[config.mk]
export PLATFORM = sky130hd
export DESIGN_NAME = int_ctrl_flat
export DESIGN_NICKNAME = d
export VERILOG_FILES = /design/src/rtl/int_ctrl_pkg.sv /design/src/rtl/int_ctrl_if.sv /design/src/rtl/int_ctrl_chk.sv /design/src/rtl/int_prio_enc.sv /design/src/rtl/int_ctrl.sv /design/src/flat_wrapper.sv
export SDC_FILE = /design/constraint.sdc
export NUM_CORES = 1
export LEC_CHECK = 0
export ABC_AREA = 1
export ABC_CLOCK_PERIOD_IN_PS = 4500
export BUFFER_PORTS_ARGS = -buffer_cell sky130_fd_sc_hd__buf_2
export CELL_PAD_IN_SITES_DETAIL_PLACEMENT = 1
export CELL_PAD_IN_SITES_GLOBAL_PLACEMENT = 1
export CORE_MARGIN = 3
export CORE_UTILIZATION = 30
export DETAILED_ROUTE_END_ITERATION = 8
export GPL_TIMING_DRIVEN = 0
export PLACE_DENSITY = 0.52
export SYNTH_ARGS = -nofsm -noshare
export SYNTH_HDL_FRONTEND = slang
export SYNTH_SLANG_ARGS = --single-unit
export TNS_END_PERCENT = 50
[constraint.sdc]
create_clock -name i_clk -period 4.5 [get_ports i_clk]
set_input_delay 0.9 -clock i_clk [delete_from_list [all_inputs] [get_ports i_clk]]
set_output_delay 0.9 -clock i_clk [all_outputs]
set_load 0.005 [all_outputs]
[src/rtl/int_ctrl_pkg.sv]
// Shared definitions for the interrupt controller: sequencer states,
// default sizing and the vector stride the next-PC unit uses.
package int_ctrl_pkg;

  localparam int          NUM_IRQ_DEF = 8;
  localparam int          DEPTH_DEF   = 8;
  localparam logic [31:0] VEC_STRIDE  = 32'd24;

  typedef enum logic [1:0] {
    ST_IDLE = 2'd0,
    ST_WAIT = 2'd1,
    ST_FIRE = 2'd2
  } state_e;

  // Vector address of an interrupt id, as computed by the next-PC unit.
  function automatic logic [31:0] vec_addr(input logic [31:0] base, input logic [31:0] id);
    return base + (id * VEC_STRIDE);
  endfunction

endpackage

[src/rtl/int_ctrl_if.sv]
// Signal bundle between the pipeline/next-PC unit and the interrupt controller.
interface int_ctrl_if
  import int_ctrl_pkg::*;
#(
  parameter int NUM_IRQ = NUM_IRQ_DEF
);
  localparam int IW = $clog2(NUM_IRQ);

  logic [NUM_IRQ-1:0] irq_in;
  logic               int_en;
  logic [NUM_IRQ-1:0] int_mask;
  logic [31:0]        ex_pc;
  logic               can_take;
  logic               eret;

  logic               int_signal;
  logic [IW-1:0]      int_pend;
  logic [31:0]        sepc;
  logic [NUM_IRQ-1:0] irq_ack;
  logic [NUM_IRQ-1:0] in_service;
  logic               busy;

  modport master (
    output irq_in, int_en, int_mask, ex_pc, can_take, eret,
    input  int_signal, int_pend, sepc, irq_ack, in_service, busy
  );

  modport slave (
    input  irq_in, int_en, int_mask, ex_pc, can_take, eret,
    output int_signal, int_pend, sepc, irq_ack, in_service, busy
  );

endinterface

[src/rtl/int_ctrl_chk.sv]
// Protocol checks for the interrupt controller: no push onto a full
// nesting stack and no return pulse while an interrupt is being fired.
module int_ctrl_chk (
  input logic i_clk,
  input logic i_rstn,
  input logic i_push,
  input logic i_full,
  input logic i_eret,
  input logic i_fire
);

  a_no_push_full : assert property (@(posedge i_clk) disable iff (!i_rstn) !(i_push && i_full))
    else $error("int_ctrl: push onto full nesting stack");

  a_no_eret_fire : assert property (@(posedge i_clk) disable iff (!i_rstn) !(i_eret && i_fire))
    else $error("int_ctrl: eret pulse during interrupt fire");

endmodule

[src/rtl/int_prio_enc.sv]
// Combinational highest-set-bit encoder returning {valid, index}.
module int_prio_enc #(
  parameter int N = 8
) (
  input  logic [N-1:0]         i_req,
  output logic                 o_valid,
  output logic [$clog2(N)-1:0] o_idx
);
  localparam int W = $clog2(N);

  // Scan upward so the highest set bit is the last one to win.
  always_comb begin
    o_valid = 1'b0;
    o_idx   = '0;
    for (int i = 0; i < N; i++) begin
      o_valid = o_valid | i_req[i];
      o_idx   = i_req[i] ? W'(i) : o_idx;
    end
  end

endmodule

[src/rtl/int_ctrl.sv]
// Interrupt controller: latches IRQ edges, masks and priority-encodes them,
// fires at a pipeline-safe point and keeps a nesting stack of return PCs.
module int_ctrl
  import int_ctrl_pkg::*;
#(
  parameter int NUM_IRQ = NUM_IRQ_DEF,
  parameter int DEPTH   = DEPTH_DEF
) (
  input  logic       i_clk,
  input  logic       i_rstn,
  int_ctrl_if.slave  bus
);
  localparam int IW = $clog2(NUM_IRQ);
  localparam int AW = $clog2(DEPTH);
  localparam int DW = $clog2(DEPTH + 1);

  state_e             r_state;
  state_e             w_next;
  logic [NUM_IRQ-1:0] r_hist;
  logic [NUM_IRQ-1:0] r_pend;
  logic [NUM_IRQ-1:0] r_insvc;
  logic [DW-1:0]      r_depth;
  logic [31:0]        r_stk_pc [DEPTH];
  logic [IW-1:0]      r_stk_id [DEPTH];
  logic [31:0]        r_sepc;
  logic               r_int_signal;
  logic [IW-1:0]      r_int_pend;
  logic [NUM_IRQ-1:0] r_irq_ack;
  logic               r_busy;

  logic [NUM_IRQ-1:0] w_rise;
  logic [NUM_IRQ-1:0] w_elig;
  logic [NUM_IRQ-1:0] w_onehot;
  logic [NUM_IRQ-1:0] w_clr;
  logic               w_best_v;
  logic [IW-1:0]      w_best;
  logic               w_cur_v;
  logic [IW-1:0]      w_cur;
  logic               w_req;
  logic               w_push;
  logic               w_pop;
  logic               w_full;
  logic [AW-1:0]      w_wr_idx;
  logic [AW-1:0]      w_top_idx;
  logic [AW-1:0]      w_below_idx;

  assign w_rise   = bus.irq_in & ~r_hist;
  assign w_elig   = bus.int_en ? (r_pend & bus.int_mask) : '0;
  assign w_onehot = NUM_IRQ'(1) << w_best;
  assign w_clr    = w_push ? w_onehot : '0;

  int_prio_enc #(.N(NUM_IRQ)) u_best (.i_req(w_elig),  .o_valid(w_best_v), .o_idx(w_best));
  int_prio_enc #(.N(NUM_IRQ)) u_cur  (.i_req(r_insvc), .o_valid(w_cur_v),  .o_idx(w_cur));

  // Only a strictly higher level may preempt the one currently in service.
  assign w_req = w_best_v && (!w_cur_v || (w_best > w_cur));

  // A return pulse in FIRE is a protocol error and is ignored.
  assign w_pop  = bus.eret && (r_depth != '0) && (r_state != ST_FIRE);
  assign w_full = (r_depth == DW'(DEPTH));

  assign w_wr_idx    = AW'(r_depth);
  assign w_top_idx   = AW'(r_depth - DW'(1));
  assign w_below_idx = AW'(r_depth - DW'(2));

  // Sequencer next state: wait for a safe point, then fire for one cycle.
  always_comb begin
    w_next = r_state;
    w_push = 1'b0;
    case (r_state)
      ST_IDLE: begin
        if (w_req && !bus.eret) w_next = ST_WAIT;
        else                    w_next = ST_IDLE;
      end
      ST_WAIT: begin
        if (!w_req) begin
          w_next = ST_IDLE;
        end else if (bus.can_take && !bus.eret) begin
          w_next = ST_FIRE;
          w_push = 1'b1;
        end else begin
          w_next = ST_WAIT;
        end
      end
      ST_FIRE: w_next = ST_IDLE;
      default: w_next = ST_IDLE;
    endcase
  end

  // Sequencer state register.
  always_ff @(posedge i_clk) begin
    if (!i_rstn) r_state <= ST_IDLE;
    else         r_state <= w_next;
  end

  // Edge history and sticky pending bits; a new edge beats a same-cycle take.
  always_ff @(posedge i_clk) begin
    if (!i_rstn) begin
      r_hist <= '0;
      r_pend <= '0;
    end else begin
      r_hist <= bus.irq_in;
      r_pend <= (r_pend & ~w_clr) | w_rise;
    end
  end

  // Nesting stack of {return PC, id}, in-service map and top-of-stack PC.
  always_ff @(posedge i_clk) begin
    if (!i_rstn) begin
      r_depth <= '0;
      r_insvc <= '0;
      r_sepc  <= 32'd0;
      for (int k = 0; k < DEPTH; k++) begin
        r_stk_pc[k] <= 32'd0;
        r_stk_id[k] <= '0;
      end
    end else if (w_push) begin
      r_stk_pc[w_wr_idx] <= bus.ex_pc;
      r_stk_id[w_wr_idx] <= w_best;
      r_depth            <= r_depth + DW'(1);
      r_insvc            <= r_insvc | w_onehot;
      r_sepc             <= bus.ex_pc;
    end else if (w_pop) begin
      r_depth <= r_depth - DW'(1);
      r_insvc <= r_insvc & ~(NUM_IRQ'(1) << r_stk_id[w_top_idx]);
      r_sepc  <= (r_depth > DW'(1)) ? r_stk_pc[w_below_idx] : 32'd0;
    end else begin
      r_depth <= r_depth;
    end
  end

  // Fire pulse, vector id, acknowledge and busy flag, all registered.
  always_ff @(posedge i_clk) begin
    if (!i_rstn) begin
      r_int_signal <= 1'b0;
      r_int_pend   <= '0;
      r_irq_ack    <= '0;
      r_busy       <= 1'b0;
    end else begin
      r_int_signal <= w_push;
      r_int_pend   <= w_push ? w_best : '0;
      r_irq_ack    <= w_push ? w_onehot : '0;
      r_busy       <= (w_next != ST_IDLE);
    end
  end

  assign bus.int_signal = r_int_signal;
  assign bus.int_pend   = r_int_pend;
  assign bus.sepc       = r_sepc;
  assign bus.irq_ack    = r_irq_ack;
  assign bus.in_service = r_insvc;
  assign bus.busy       = r_busy;

  int_ctrl_chk u_chk (
    .i_clk  (i_clk),
    .i_rstn (i_rstn),
    .i_push (w_push),
    .i_full (w_full),
    .i_eret (bus.eret),
    .i_fire (r_state == ST_FIRE)
  );

endmodule

[src/flat_wrapper.sv]
// flat-port wrapper written by rule: the top's interface ports become plain ports
module int_ctrl_flat import int_ctrl_pkg::*;
#(
  parameter int NUM_IRQ = NUM_IRQ_DEF,
  parameter int DEPTH   = DEPTH_DEF
)
  (i_clk, i_rstn, bus_irq_in, bus_int_en, bus_int_mask, bus_ex_pc, bus_can_take, bus_eret, bus_int_signal, bus_int_pend, bus_sepc, bus_irq_ack, bus_in_service, bus_busy);
  int_ctrl_if #(.NUM_IRQ(NUM_IRQ)) bus_i ();
  input  logic i_clk;
  input  logic i_rstn;
  input wire logic [$bits(bus_i.irq_in)-1:0] bus_irq_in;
  input wire logic [$bits(bus_i.int_en)-1:0] bus_int_en;
  input wire logic [$bits(bus_i.int_mask)-1:0] bus_int_mask;
  input wire logic [$bits(bus_i.ex_pc)-1:0] bus_ex_pc;
  input wire logic [$bits(bus_i.can_take)-1:0] bus_can_take;
  input wire logic [$bits(bus_i.eret)-1:0] bus_eret;
  output wire logic [$bits(bus_i.int_signal)-1:0] bus_int_signal;
  output wire logic [$bits(bus_i.int_pend)-1:0] bus_int_pend;
  output wire logic [$bits(bus_i.sepc)-1:0] bus_sepc;
  output wire logic [$bits(bus_i.irq_ack)-1:0] bus_irq_ack;
  output wire logic [$bits(bus_i.in_service)-1:0] bus_in_service;
  output wire logic [$bits(bus_i.busy)-1:0] bus_busy;
  assign bus_i.irq_in = bus_irq_in;
  assign bus_i.int_en = bus_int_en;
  assign bus_i.int_mask = bus_int_mask;
  assign bus_i.ex_pc = bus_ex_pc;
  assign bus_i.can_take = bus_can_take;
  assign bus_i.eret = bus_eret;
  assign bus_int_signal = bus_i.int_signal;
  assign bus_int_pend = bus_i.int_pend;
  assign bus_sepc = bus_i.sepc;
  assign bus_irq_ack = bus_i.irq_ack;
  assign bus_in_service = bus_i.in_service;
  assign bus_busy = bus_i.busy;
  int_ctrl #(.NUM_IRQ(NUM_IRQ), .DEPTH(DEPTH)) u_core (.i_clk(i_clk), .i_rstn(i_rstn), .bus(bus_i));
endmodule
# Word level (Yosys, flattened, before mapping)
# Memories as Yosys holds them, arrays and structs flattened.
# Index checks and enable logic that the tools add are counted.
[word_totals] elab_cells=99 memories=2 ram_bits=280 register_bits=75 out_inout_bits=53
[memory_table] memory="u_core.r_stk_pc" words=8 width=32 read_ports=1 rd_clocked_by_memory_dff=0 wr=8 line="int_ctrl.sv:23" text="logic [31:0] r_stk_pc [DEPTH];"
[memory_table] memory="u_core.r_stk_id" words=8 width=3 read_ports=1 rd_clocked_by_memory_dff=0 wr=8 line="int_ctrl.sv:24" text="logic [IW-1:0] r_stk_id [DEPTH];"
[op_classes] bitwise=23 n_lt_le_gt_ge=2 reduce_logical=15 n_shift=2 n_eq_ne=2 add_sub_neg=3 muxes=40
[ops] cell="32-bit 2-to-1 mux" count=4
[ops] cell="3-bit 2-to-1 mux" count=11
[ops] cell="8-bit AND" count=4
[ops] cell="8-bit 2-to-1 mux" count=4
[ops] cell="32-bit OR reduction" count=1
[ops] cell="8-bit inverter" count=3
[ops] cell="8-bit bitwise OR" count=2
[ops] cell="1-bit by 3-bit << shifter with 8-bit output (first input constant)" count=2
[ops] cell="1-bit bitwise OR" count=14
[ops] cell="1-bit 2-to-1 mux" count=12
[ops] cell="2-bit 2-to-1 mux" count=6
[ops] cell="4-bit 2-to-1 mux" count=2
[ops] cell="1-bit logical AND" count=5
[ops] cell="4-bit by 1-bit adder with 4-bit output (second input constant)" count=1
[ops] cell="4-bit by 1-bit > comparator with 1-bit output (second input constant)" count=1
[ops] cell="2-bit case mux with 2 select lines" count=1
[ops] cell="2-bit nonzero test" count=2
[ops] cell="4-bit nonzero test" count=1
[ops] cell="4-bit by 1-bit subtractor with 4-bit output (second input constant)" count=1
[ops] cell="3-bit > comparator" count=1
[ops] cell="3-bit OR reduction" count=1
[ops] cell="3-bit by 2-bit subtractor with 3-bit output (second input constant)" count=1
[ops] cell="2-bit by 1-bit equality test with 1-bit output (second input constant)" count=1
[ops] cell="1-bit logical NOT" count=2
[ops] cell="other kinds (4)" count=4

# Depth between registers and ports, before layout
# Gate-level depths: netlist (run 1).
[depth] ltp_word=19 ltp_mapped=22 ltp_nobuf=19

# Cells and area by module
# Synthesis (run 1) repeated with hierarchy kept, for this count alone.
[hier_totals] hier_cells=1939 area_unflattened_um2=16734.8
[modules_own_cells] mod="int_ctrl" seq_area_each_um2=9889.5 n_inst=1 area_per_inst_um2=16579.7 cells_per_inst=1899
[modules_own_cells] mod="int_prio_enc" seq_area_each_um2=0.0 n_inst=2 area_per_inst_um2=77.6 cells_per_inst=20

# Worst setup path after synthesis (run 1)
# Ideal clock, no wire load.
[synth_timing] path_kind="input to register" startpoint="input bus_int_en" endpoint="memory u_core.r_stk_id[0][0] in the netlist's numbering, enable pin" arrival_time_ns=3.833 t_required_ns=4.107 n_path_buf=4 slack_ns=0.274 path_stages=20 path_cell_list="buf_4 nand3_1 nand2_1 nand2_1 nand2_1 nand2_1 nand2_1 nand2_1 inv_1 clkbuf_1 ha_1 nand3_1 nand2_1 nand2_2 nand3_4 nor2_4 buf_8 nand3_4 buf_6 nand2_1"
[synth_lines] item="start, declared" line="flat_wrapper.sv:12" text="input wire logic [$bits(bus_i.int_en)-1:0] bus_int_en;"
[synth_lines] item="end, declared" line="int_ctrl.sv:24"

# Worst setup path after layout (run 1)
[layout_timing] startpoint="register u_core.r_depth[1]" endpoint="register u_core.r_sepc[14] (netlist: u_core.bus.sepc[14])"
[layout_between] elab_chain_len=5 word_cells_on_any_way=10
[layout_rtl] item="start, declared" line="int_ctrl.sv:22" text="logic [DW-1:0] r_depth;"
[layout_rtl] item="start signal, assigned" line="int_ctrl.sv:120" text="r_depth <= r_depth + DW'(1);"
[layout_rtl] item="start signal, assigned" line="int_ctrl.sv:124" text="r_depth <= r_depth - DW'(1);"
[layout_rtl] item="start signal, assigned" line="int_ctrl.sv:128" text="r_depth <= r_depth;"
[layout_rtl] item="3-bit by 2-bit subtractor with 3-bit output" line="int_ctrl.sv:64" text="assign w_below_idx = AW'(r_depth - DW'(2));"
[layout_rtl] item="memory read 8 x 32 bit"
[layout_rtl] item="32-bit 2-to-1 mux" line="int_ctrl.sv:126" text="r_sepc <= (r_depth > DW'(1)) ? r_stk_pc[w_below_idx] : 32'd0;"
[layout_rtl] item="32-bit 2-to-1 mux" line="int_ctrl.sv:123" text="end else if (w_pop) begin"
[layout_rtl] item="32-bit 2-to-1 mux" line="int_ctrl.sv:117" text="end else if (w_push) begin"
[layout_rtl] item="end signal, assigned" line="int_ctrl.sv:122" text="r_sepc <= bus.ex_pc;"
[layout_rtl] item="end signal, assigned" line="int_ctrl.sv:126"
[layout_rtl] item="end, declared" line="int_ctrl.sv:25" text="logic [31:0] r_sepc;"
# Several ways; a longest one is shown, not always the timed one. The select of a mux whose other input is x is not followed.
# A chain may end at the register's enable or synchronous reset.

==> results of run 1 <==
-- synth_stat cells, drive strengths merged --
cell    instances  area, um^2
nor2          587        2220
nand2         297        1130
edfxtp        280        8410
inv           176         661
nand3         141         808
dfxtp          74        1480
nand4          70         438
or2            62         388
clkbuf         56         210
buf            54         380
o21ai          45         225
ha             12         150
o21bai         12        90.1
nor3            6        35.0
a21oi           4        20.0
a31oi           2        12.5
clkinv          2        7.51
xor2            2        17.5
nand3b          1        7.51
o211ai          1        7.51
-- worst reg2reg max path, delay by kind of cell, from the launching register on --
kind	cells	cell delay (ps)
buffers and inverters	4	2080
adders and majority gates	1	410
and+or+nand+nor	4	490
AOI/OAI and AO/OA	1	710
DFF	1	500
-- state kept, by name (all words and copies together), names as in the netlist, 3 cells and up --
name	flops
u_core.r_stk_pc	256
u_core.bus.sepc	32
u_core.r_stk_id	24
u_core.bus.in_service	8
u_core.bus.irq_ack	8
u_core.r_hist	8
u_core.r_pend	8
u_core.r_depth	4
u_core.bus.int_pend	3
-- path summary, 6_finish.rpt --
check                    start                   to  slack, ps  cells past startpoint
max reg2reg  u_core.r_depth[1]  u_core.bus.sepc[14]        240                     10
max          u_core.r_depth[1]  u_core.bus.sepc[14]        240                     10
min reg2reg   u_core.r_pend[5]     u_core.r_pend[5]        470                      2
min           u_core.r_pend[5]     u_core.r_pend[5]        470                      2
-- stage by stage --
stage | hold WS [ps] | util | TNS [ps] | setup slack, ps
after CTS | 471 | 0.362 | 0 | 4.15
final | 468 | 0.363 | 0 | 244
after detailed placement | 462 | 0.336 | -108670 | -628
after global placement | 456 | 0.333 | -392570 | -1690
after floorplan | 445 | - | 0 | 274
after global routing | 487 | 0.363 | -74.9 | -51.2
-- layout make-up --
class,instances,area (um^2)
Clock inverter,16,148
Buffer,109,588
Tap cell,739,925
Fill cell,6449,34700
Sequential cell,354,9890
Multi-Input combinational cell,1242,5590
Timing Repair Buffer,111,676
Inverter,178,672
Clock buffer,64,1250
-- timing repair --
item	CTS	global route
buffers inserted	0	0
resized for setup	2	6
setup endpoints to repair	24	178
gates cloned	0	0
-- power by group through the flow --
stage          Sequential (mW)  Clock (mW)  Combinational [mW]
5_1_grt                   3.81        3.73                3.65
4_1_cts                   3.79        3.60                3.31
2_1_floorplan             3.86           0                1.95
3_5_place_dp              3.86           0                3.29
6_report                  3.79        3.52                3.26
3_3_place_gp              3.86           0                3.23
-- kinds of logic after synthesis --
logic type,after synthesis,synth area share
buf+inv,288,0.0754
flops,354,0.592
fa+ha+maj,12,0.00899
simple gates,1164,0.301
compound gates,64,0.0213
xor+xnor,2,0.00105
-- routing by layer --
layer	wire, um	vias to the layer above	track usage
li1	-	6395	-
met1	27400	6696	0.274
met2	28800	256	0.347
met3	2390	78	0.0290
met4	1350	0	0.0486
met5	0	-	0
==> reports/qor.tcl, run 1 <==
set qor(outcome) {finished clean}
set qor(crit_required_ps) 5000
set qor(finalNonFillerCells) 2813
set qor(path_cells) {clkbuf_1 -> clkinv_1 -> clkbuf_1 -> ha_1 -> o211ai_1 -> clkbuf_1 -> nand4_1 -> nand2_1 -> nor2_1 -> nor2_1}
set qor(worst-setup-path-type) {reg -> reg}
set qor(num_io_pins) 106
set qor(gp_congestion) 0.768
set qor(nNetsFinal) 2105
set qor(tritoncts_num_sinks) 354
set qor(core_area_um2) 54500
set qor(via_per_inst) 4.77
set qor(max_slew.worst_pin.slew_ps) 1130
set qor(detailedRoute.firstIterationViolations) 850
set qor(syn_area_per_cell_um2) 8.86
set qor(p_sw_frac) 0.365
set qor(report.final.hold_viol_count) 0
set qor(chipHeight_um) 242
set qor(start_kind) {flop}
set qor(postRouteAntennaNets) 0
set qor(place.detailed.hpwl_um) 40600
set qor(cp_num_buf_inv) 4
set qor(p_leak_nw) 8.42
set qor(timing.hold.worst.class) {reg -> reg}
set qor(drc_errors) 0
set qor(max_cap_viols) 0
set qor(final_max_slew_viol_count) 0
set qor(die_area_um2) 58500
set qor(clk_pin_slew_ps) 60
set qor(fin_skew_ps) 13.3
set qor(unrepaired_setup_endpoints_after_global_routing) {yes}
set qor(core.rowCount) 85
set qor(critical_path.slowest_cell) {sky130_fd_sc_hd__o211ai_1}
set qor(tritoncts) {done}
set qor(cpPeakStageDelay_ps) 710
set qor(initial_antenna_violation_count) 0
set qor(layout_common_cells) {584 x sky130_fd_sc_hd__nor2_1, 286 x sky130_fd_sc_hd__nand2_1, 280 x sky130_fd_sc_hd__edfxtp_1}
set qor(cts_inserted_buffers) 44
set qor(leading_cell_type_in_the_layout_fill_and_taps_excluded) {sky130_fd_sc_hd__nor2_1}
set qor(synth_sequential_area_ratio) 0.592
set qor(drt_pass1_iterations) 5
set qor(clk-insertion-delay-late_ps) 570
set qor(drive_gt1_frac) 0.147
set qor(critical_path_arrival_ps) 4750
set qor(numPortBuffers) 103
set qor(min_tclk_post_route_ps) 4260
set qor(vias_in_the_first_global_route) 13931
set qor(antenna-diode-count) 0
set qor(synth_nets) 1949
set qor(die-width_um) 242
set qor(layout.cell_area.non_filler_um2) 19700
set qor(power.net_switching_mw) 3.86
set qor(endpoint_kind) {flop}
set qor(via_count) 13425
set qor(syn_inst) 1884
set qor(h-tree-depth) 2
set qor(vdd_ir_drop_max_mv) 0.280
set qor(holdBufCountCts) 0
set qor(grt_max_degree) 29
set qor(initial_utilization) 0.307
set qor(final.period_utilization) 0.946
set qor(power.density_nw_per_um2) 535
set qor(postRouteWirelength_um) 59900
set qor(crit_family) {buffers and inverters}
set qor(areaGrowthSynthToFinish_pct) 18.3
set qor(first_pass_grt_wire_length_um) 89500
set qor(grt_remaining_overflow) 0
set qor(synth_area_um2) 16700
set qor(yosysWarnings) 0
set qor(dpl_cell_area_um2) 18300
set qor(grt_usage) 0.204
set qor(clock-root-buffer) {sky130_fd_sc_hd__clkbuf_16}
set qor(clock_tree.buffer_depth) 3
set qor(wl_per_cell_um) 21.3
set qor(power.share.combinational) 0.308
set qor(crit_path_frequent_cell) {sky130_fd_sc_hd__clkbuf_1}
set qor(setup-violations-final) 0
set qor(portion_of_total_power_attributed_to_sequential_cells) 0.359
set qor(yosys_register_bits) 354
set qor(finalPower_mw) 10.6
set qor(power.clock.fraction) 0.333
set qor(ys_types) 33
set qor(worst_path_max_fanout) 15
set qor(achievable-frequency_mhz) 235
set qor(internal_power_mw) 6.71
set qor(dp_cells) 2734
set qor(slew_headroom) 0.243
(Power assumes the default switching activity.)
==> run 2, diff against run 1 <==
--- a/config.mk
+++ b/config.mk
@@ -12,6 +12,7 @@
 export CELL_PAD_IN_SITES_GLOBAL_PLACEMENT = 1
 export CORE_MARGIN = 3
 export CORE_UTILIZATION = 30
+export CTS_BUF_LIST = sky130_fd_sc_hd__clkbuf_8
 export DETAILED_ROUTE_END_ITERATION = 8
 export GPL_TIMING_DRIVEN = 0
 export PLACE_DENSITY = 0.52
==> reports/qor.tcl, run 2 (synthesis results as in run 1) <==
set qor(unrepaired_setup_endpoints_after_global_routing) {no} ;# was yes
set qor(critical_path.slowest_cell) {sky130_fd_sc_hd__nand2_2} ;# was sky130_fd_sc_hd__o211ai_1
set qor(cp_num_buf_inv) 5 ;# was 4
set qor(tritoncts) {done} ;# unchanged
set qor(setup-violations-final) 0 ;# unchanged
set qor(chipHeight_um) 242 ;# unchanged
set qor(tritoncts_num_sinks) 354 ;# unchanged
set qor(dp_cells) 2734 ;# unchanged
set qor(setup_tns_ps) 0 ;# unchanged
set qor(via_per_inst) 4.74 ;# was 4.77
set qor(achievable-frequency_mhz) 237 ;# was 235 MHz
set qor(rr_endpoint) {u_core.r_stk_pc[5][16]} ;# was u_core.bus.sepc[14]
set qor(clock-root-buffer) {sky130_fd_sc_hd__clkbuf_8} ;# was sky130_fd_sc_hd__clkbuf_16
set qor(clk_pin_slew_ps) 60 ;# about the same
set qor(path_cells) {buf_4 -> nand3_1 -> nand2_1 -> nand2_1 -> nand2_1 -> nand2_1 -> nand2_1 -> nand2_1 -> clkinvlp_4 -> ha_1 -> nand3b_1 -> nand2_1 -> nand2_1 -> nand2_2 -> nand3_4 -> nor2_4 -> buf_8 -> nand3_4 -> buf_6 -> nand2_2 -> buf_12} ;# was clkbuf_1 -> clkinv_1 -> clkbuf_1 -> ha_1 -> o211ai_1 -> clkbuf_1 -> nand4_1 -> nand2_1 -> nor2_1 -> nor2_1
set qor(grt_usage) 0.206 ;# was 0.204
set qor(critical_path_arrival_ps) 4530 ;# was 4750 ps
set qor(report.final.hold_viol_count) 0 ;# unchanged
set qor(gp_congestion) 0.768 ;# unchanged
set qor(postRouteAntennaNets) 0 ;# unchanged
set qor(reg2reg_setup_slack_ps) 370 ;# was 240 ps
set qor(largest_register) {u_core.r_stk_pc} ;# unchanged
set qor(detailedRoute.firstIterationViolations) 782 ;# was 850
set qor(cts.repair_timing.setup_buffer_count) 0 ;# unchanged
set qor(final_max_slew_viol_count) 0 ;# unchanged
set qor(r2r_cells) 21 ;# was 10
set qor(numPortBuffers) 103 ;# unchanged
set qor(slew_headroom) 0.196 ;# was 0.243
set qor(dpl_cell_area_um2) 18300 ;# unchanged
set qor(min_tclk_post_route_ps) 4210 ;# was 4260 ps
set qor(crit_path_frequent_cell) {sky130_fd_sc_hd__nand2_1} ;# was sky130_fd_sc_hd__clkbuf_1
set qor(final.period_utilization) 0.937 ;# was 0.946
set qor(nNetsFinal) 2132 ;# was 2105
set qor(layout.cell_area.non_filler_um2) 19700 ;# about the same
set qor(max_slew.worst_pin.slew_ps) 1210 ;# was 1130 ps
set qor(start_kind) {input port} ;# was flop
set qor(core_area_um2) 54500 ;# unchanged
set qor(place.detailed.hpwl_um) 40600 ;# unchanged
set qor(grt_max_degree) 29 ;# unchanged
set qor(worst_path_max_fanout) 19 ;# was 15
set qor(largest_register_ff_count) 256 ;# unchanged
set qor(die-width_um) 242 ;# unchanged
set qor(layout_common_cells) {584 x sky130_fd_sc_hd__nor2_1, 286 x sky130_fd_sc_hd__nand2_1, 280 x sky130_fd_sc_hd__edfxtp_1} ;# unchanged
set qor(holdBufCountCts) 0 ;# unchanged
set qor(timing.hold.ws_ps) 468 ;# about the same
set qor(outcome) {finished clean} ;# unchanged
set qor(clock_tree.buffer_depth) 3 ;# unchanged
set qor(worst-setup-path-type) {in -> reg} ;# was reg -> reg
set qor(vdd_ir_drop_max_mv) 0.196 ;# was 0.280 mV
set qor(grt_remaining_overflow) 0 ;# unchanged
set qor(drive_gt1_frac) 0.156 ;# was 0.147
set qor(fin_skew_ps) 17.8 ;# was 13.3 ps
set qor(number_of_cells_traversed_by_the_worst_hold_path) 2 ;# unchanged
set qor(r2r-start) {u_core.r_pend[1]} ;# was u_core.r_depth[1]
set qor(finalPower_mw) 10.2 ;# was 10.6 mW
set qor(finalNonFillerCells) 2861 ;# was 2813
set qor(clk-insertion-delay-late_ps) 630 ;# was 570 ps
set qor(initial_antenna_violation_count) 1 ;# was 0
set qor(endpoint_kind) {flop} ;# unchanged
set qor(core.rowCount) 85 ;# unchanged
set qor(h-tree-depth) 3 ;# was 2
set qor(place_ws_ps) -628 ;# unchanged
set qor(drc_errors) 0 ;# unchanged
set qor(worstHoldEndpoint) {u_core.r_pend[5]} ;# unchanged
set qor(power.density_nw_per_um2) 519 ;# was 535 nW/um^2
set qor(p_leak_nw) 8.51 ;# was 8.42 nW
set qor(min-delay-start) {u_core.r_pend[5]} ;# unchanged
set qor(vias_in_the_first_global_route) 14223 ;# was 13931
set qor(areaGrowthSynthToFinish_pct) 17.8 ;# was 18.3%
set qor(crit_family) {simple AND/OR/NAND/NOR gates} ;# was buffers and inverters
set qor(num_io_pins) 106 ;# unchanged
set qor(wl_per_cell_um) 21.1 ;# was 21.3 um
set qor(die_area_um2) 58500 ;# unchanged
set qor(crit_required_ps) 4810 ;# was 5000 ps
set qor(smallest_setup_slack_after_layout_ps) 286 ;# was 244 ps
set qor(leading_cell_type_in_the_layout_fill_and_taps_excluded) {sky130_fd_sc_hd__nor2_1} ;# unchanged
set qor(drt_pass1_iterations) 5 ;# unchanged
set qor(first_pass_grt_wire_length_um) 90200 ;# was 89500 um
set qor(timing.hold.worst.class) {reg -> reg} ;# unchanged
set qor(max_cap_viols) 0 ;# unchanged
set qor(via_count) 13558 ;# was 13425
set qor(cpPeakStageDelay_ps) 480 ;# was 710 ps
set qor(post-route-util) 0.361 ;# was 0.363
set qor(initial_utilization) 0.307 ;# unchanged
set qor(cts_inserted_buffers) 71 ;# was 44
set qor(postRouteWirelength_um) 60300 ;# was 59900 um
==> run 2: worst max-delay path by stage <==
stage,startpoint,endpoint,slack [ps],depth (start not counted)
floorplan,bus_int_en,u_core.r_stk_id[0][0],270,20
global placement,bus_int_en,u_core.r_stk_pc[0][15],-1690,20
detailed placement,bus_int_en,u_core.r_stk_pc[3][6],-630,21
CTS,bus_int_en,u_core.r_stk_pc[3][31],60,21
global route,bus_int_en,u_core.r_stk_id[1][0],9,21
finish,bus_int_en,u_core.r_stk_pc[5][16],290,21
==> run 2: what timing repair did <==
| action | 4_1_cts | 5_1_grt |
|---|---|---|
| endpoints found under the setup margin | 10 | 143 |
| pin swaps | 0 | 0 |
| gates resized for setup | 1 | 6 |
| endpoints found under the hold margin | 0 | 0 |
==> run 2: layout make-up <==
type	count	area, um^2
fill	6492	34800
clock buffer	79	1090
inverter	178	672
tap	739	925
sequential	354	9890
antenna	2	5.00
multi-input combinational	1242	5580
buffer	109	589
timing repair buffer	111	676
clock inverter	47	243
==> run 2: where the power goes <==
group	switching (mW)	internal, mW	leakage (nW)
Combinational	2.35	0.897	4.24
Clock	1.47	1.71	0.780
Sequential	0.0770	3.71	3.49
==> run 2: tightest hold or removal path, stage by stage (launching register included) <==
cell	delay (ps)
sky130_fd_sc_hd__dfxtp_1	310
sky130_fd_sc_hd__nand2_1	50
sky130_fd_sc_hd__o21bai_1	60
==> run 2: routing by layer <==
metal  part of all wire  vias up  GRT usage
met5                  0        -          0
met3              0.044       94     0.0299
met4              0.025        0     0.0704
met2               0.48      275      0.344
li1                   -     6456          -
met1               0.45     6733      0.273
==> run 3, diff against run 2 <==
--- a/config.mk
+++ b/config.mk
@@ -6,7 +6,7 @@
 export NUM_CORES = 1
 export LEC_CHECK = 0
 export ABC_AREA = 1
-export ABC_CLOCK_PERIOD_IN_PS = 4500
+export ABC_CLOCK_PERIOD_IN_PS = 3600
 export BUFFER_PORTS_ARGS = -buffer_cell sky130_fd_sc_hd__buf_2
 export CELL_PAD_IN_SITES_DETAIL_PLACEMENT = 1
 export CELL_PAD_IN_SITES_GLOBAL_PLACEMENT = 1
@@ -15,7 +15,7 @@
 export CTS_BUF_LIST = sky130_fd_sc_hd__clkbuf_8
 export DETAILED_ROUTE_END_ITERATION = 8
 export GPL_TIMING_DRIVEN = 0
-export PLACE_DENSITY = 0.52
+export PLACE_DENSITY = 0.54
 export SYNTH_ARGS = -nofsm -noshare
 export SYNTH_HDL_FRONTEND = slang
 export SYNTH_SLANG_ARGS = --single-unit
==> constraint.sdc (replaced) <==
create_clock -name i_clk -period 3.6 [get_ports i_clk]
set_input_delay 0.72 -clock i_clk [delete_from_list [all_inputs] [get_ports i_clk]]
set_output_delay 0.72 -clock i_clk [all_outputs]
set_load 0.02 [all_outputs]
==> reports/qor.tcl, run 3 (synthesis results as in run 1) <==
set qor(place.detailed.hpwl_um) 39300 ;# was 40600 um
set qor(grt_usage) 0.208 ;# was 0.206
set qor(achievable-frequency_mhz) 294
set qor(min_tclk_post_route_ps) 3410
set qor(drt_pass1_iterations) 7 ;# was 5
set qor(start_kind) {flop} ;# was input port
set qor(unrepaired_setup_endpoints_after_global_routing) {yes} ;# was no
set qor(num_io_pins) 106 ;# unchanged
set qor(leading_cell_type_in_the_layout_fill_and_taps_excluded) {sky130_fd_sc_hd__nor2_1} ;# unchanged
set qor(vias_in_the_first_global_route) 14418 ;# was 14223
set qor(power.density_nw_per_um2) 640 ;# was 519 nW/um^2
set qor(crit_required_ps) 4110 ;# was 4810 ps
set qor(setup_tns_ps) 0 ;# unchanged
set qor(timing.hold.ws_ps) 304 ;# was 468 ps
set qor(power.share.combinational) 0.335 ;# was 0.318
set qor(clock_tree.buffer_depth) 3 ;# unchanged
set qor(clk-insertion-delay-late_ps) 630 ;# about the same
set qor(max_cap_viols) 0 ;# unchanged
set qor(cpPeakStageDelay_ps) 420 ;# was 480 ps
set qor(wl_per_cell_um) 21.5 ;# was 21.1 um
set qor(r2r-start) {u_core.r_depth[0]} ;# was u_core.r_pend[1]
set qor(worstHoldEndpoint) {u_core.r_hist[7]} ;# was u_core.r_pend[5]
set qor(layout_common_cells) {584 x sky130_fd_sc_hd__nor2_1, 285 x sky130_fd_sc_hd__nand2_1, 280 x sky130_fd_sc_hd__edfxtp_1} ;# was 584 x sky130_fd_sc_hd__nor2_1, 286 x sky130_fd_sc_hd__nand2_1, 280 x sky130_fd_sc_hd__edfxtp_1
set qor(drc_errors) 0 ;# unchanged
set qor(holdBufCountCts) 0 ;# unchanged
set qor(drive_gt1_frac) 0.166 ;# was 0.156
set qor(slew_headroom) 0.194 ;# was 0.196
set qor(first_pass_grt_wire_length_um) 91100 ;# was 90200 um
set qor(chipHeight_um) 242 ;# unchanged
set qor(smallest_setup_slack_after_layout_ps) 195 ;# was 286 ps
set qor(postRouteAntennaNets) 0 ;# unchanged
set qor(outcome) {finished clean} ;# unchanged
set qor(via_count) 13793 ;# was 13558
set qor(grt_max_degree) 36 ;# was 29
set qor(tritoncts_num_sinks) 354 ;# unchanged
set qor(worst-setup-path-type) {reg -> reg} ;# was in -> reg
set qor(power.net_switching_mw) 4.98 ;# was 3.89 mW
set qor(portion_of_total_power_attributed_to_sequential_cells) 0.373 ;# was 0.371
set qor(die-width_um) 242 ;# unchanged
set qor(critical_path_arrival_ps) 3920 ;# was 4530 ps
set qor(path_cells) {buf_2 -> inv_1 -> buf_2 -> buf_2 -> ha_1 -> clkinvlp_4 -> o21ai_0 -> o21ai_0 -> nand2_1 -> o21ai_1 -> nand3_1 -> nand2_1 -> nand2_1} ;# was buf_4 -> nand3_1 -> nand2_1 -> nand2_1 -> nand2_1 -> nand2_1 -> nand2_1 -> nand2_1 -> clkinvlp_4 -> ha_1 -> nand3b_1 -> nand2_1 -> nand2_1 -> nand2_2 -> nand3_4 -> nor2_4 -> buf_8 -> nand3_4 -> buf_6 -> nand2_2 -> buf_12
set qor(tritoncts) {done} ;# unchanged
set qor(critical_path.slowest_cell) {sky130_fd_sc_hd__buf_2} ;# was sky130_fd_sc_hd__nand2_2
set qor(largest_register) {u_core.r_stk_pc} ;# unchanged
set qor(reg2reg_setup_slack_ps) 190 ;# was 370 ps
set qor(postRouteWirelength_um) 61800 ;# was 60300 um
set qor(endpoint_kind) {flop} ;# unchanged
set qor(layout.cell_area.non_filler_um2) 19900 ;# was 19700 um^2
set qor(core.rowCount) 85 ;# unchanged
set qor(cp_num_buf_inv) 5 ;# unchanged
set qor(die_area_um2) 58500 ;# unchanged
set qor(timing.hold.worst.class) {in -> reg} ;# was reg -> reg
set qor(h-tree-depth) 3 ;# unchanged
set qor(gp_congestion) 0.795 ;# was 0.768
set qor(cts_inserted_buffers) 71 ;# unchanged
set qor(p_leak_nw) 8.64 ;# was 8.51 nW
set qor(clock-root-buffer) {sky130_fd_sc_hd__clkbuf_8} ;# unchanged
set qor(areaGrowthSynthToFinish_pct) 19.2 ;# was 17.8%
set qor(core_area_um2) 54500 ;# unchanged
set qor(p_sw_frac) 0.391 ;# was 0.381
set qor(nNetsFinal) 2149 ;# was 2132
set qor(grt_remaining_overflow) 0 ;# unchanged
set qor(rr_endpoint) {u_core.bus.in_service[7]} ;# was u_core.r_stk_pc[5][16]
set qor(final_max_slew_viol_count) 0 ;# unchanged
set qor(crit_family) {buffers and inverters} ;# was simple AND/OR/NAND/NOR gates
set qor(numPortBuffers) 103 ;# unchanged
set qor(setup-violations-final) 0 ;# unchanged
set qor(internal_power_mw) 7.75 ;# was 6.32 mW
set qor(final.period_utilization) 0.946
set qor(worst_path_max_fanout) 11 ;# was 19
set qor(report.final.hold_viol_count) 0 ;# unchanged
set qor(min-delay-start) {bus_irq_in[7]} ;# was u_core.r_pend[5]
set qor(power.clock.fraction) 0.292 ;# was 0.311
set qor(via_per_inst) 4.80 ;# was 4.74
set qor(clk_pin_slew_ps) 50 ;# was 60 ps
set qor(number_of_cells_traversed_by_the_worst_hold_path) 3 ;# was 2
set qor(r2r_cells) 13 ;# was 21
set qor(initial_utilization) 0.307 ;# unchanged
set qor(initial_antenna_violation_count) 2 ;# was 1
set qor(max_slew.worst_pin.slew_ps) 1210 ;# about the same
set qor(place_ws_ps) -1480 ;# was -628 ps
set qor(largest_register_ff_count) 256 ;# unchanged
set qor(detailedRoute.firstIterationViolations) 943 ;# was 782
set qor(vdd_ir_drop_max_mv) 0.244 ;# was 0.196 mV
set qor(fin_skew_ps) 29.1 ;# was 17.8 ps
set qor(dpl_cell_area_um2) 18200 ;# was 18300 um^2
run 3: cell count changes in the layout (fill, tap and decap cells not counted), sizes merged:
cell	change
buf	+8
nand2	+7
inv	+5
bufinv	-2
clkbuf	-1
clkinv	-1
clkinvlp	-1
diode	-1
run 3: how the worst max path moves through the flow:
| stage | to | cells past startpoint | startpoint | slack [ps] |
|---|---|---|---|---|
| 2_1_floorplan | u_core.r_stk_id[3][0] | 20 | bus_int_en | -110 |
| 5_1_grt | u_core.r_stk_pc[4][31] | 20 | u_core.r_pend[1] | -20 |
| 6_report | u_core.bus.in_service[7] | 13 | u_core.r_depth[0] | 190 |
| 3_5_place_dp | u_core.r_stk_pc[5][6] | 20 | bus_int_en | -1480 |
| 4_1_cts | u_core.r_stk_pc[5][18] | 16 | u_core.r_pend[5] | 20 |
| 3_3_place_gp | u_core.r_stk_pc[7][12] | 17 | bus_int_en | -1820 |
run 3: layout make-up:
class,count,area (um^2)
multi-input cells,1249,5730
inverters,178,673
clock inverters,48,198
plain buffers,110,627
diodes,1,2.50
clock buffers,76,1050
repair buffers,120,806
well taps,739,925
fillers,6448,34600
flip-flops and latches,354,9890
run 3: routing by layer:
layer	global-route usage	up-vias	routed length, um
met1	0.277	6893	27900
met4	0.0711	0	1760
met2	0.348	309	29600
met3	0.0279	101	2530
met5	0	-	0
li1	-	6490	-
run 3: timing repair:
item                       4_1_cts  5_1_grt
gates cloned                     5        2
pin swaps                        1        0
hold endpoints to repair         0        0
setup endpoints to repair      325      166
setup buffers                   16        0
gates resized for setup         26       11
run 3: worst reg2reg max path, stage by stage, from the launching register on:
cell                         delay (ps)
sky130_fd_sc_hd__dfxtp_1            350
sky130_fd_sc_hd__buf_2              230
sky130_fd_sc_hd__inv_1              210
sky130_fd_sc_hd__buf_2              390
sky130_fd_sc_hd__buf_2              420
sky130_fd_sc_hd__ha_1               410
sky130_fd_sc_hd__clkinvlp_4         220
sky130_fd_sc_hd__o21ai_0            110
sky130_fd_sc_hd__o21ai_0            350
sky130_fd_sc_hd__nand2_1            100
sky130_fd_sc_hd__o21ai_1            260
sky130_fd_sc_hd__nand3_1            120
sky130_fd_sc_hd__nand2_1             80
sky130_fd_sc_hd__nand2_1             40
run 3: power by group through the flow:
stage	Clock (mW)	Sequential [mW]	Combinational [mW]
after global routing	4.03	4.77	4.73
final	3.72	4.74	4.26
after CTS	3.84	4.75	4.32
after detailed placement	0	4.83	4.20
after floorplan	0	4.93	2.43
after global placement	0	4.82	4.13
run 3: stage by stage:
step | power (mW) | std cells | util
after global placement | 8.95 | 2726 | 0.334
after global routing | 13.5 | 2875 | 0.365
after floorplan | 7.37 | 1884 | -
final | 12.7 | 2875 | 0.365
after CTS | 12.9 | 2872 | 0.364
after detailed placement | 9.04 | 2727 | 0.334
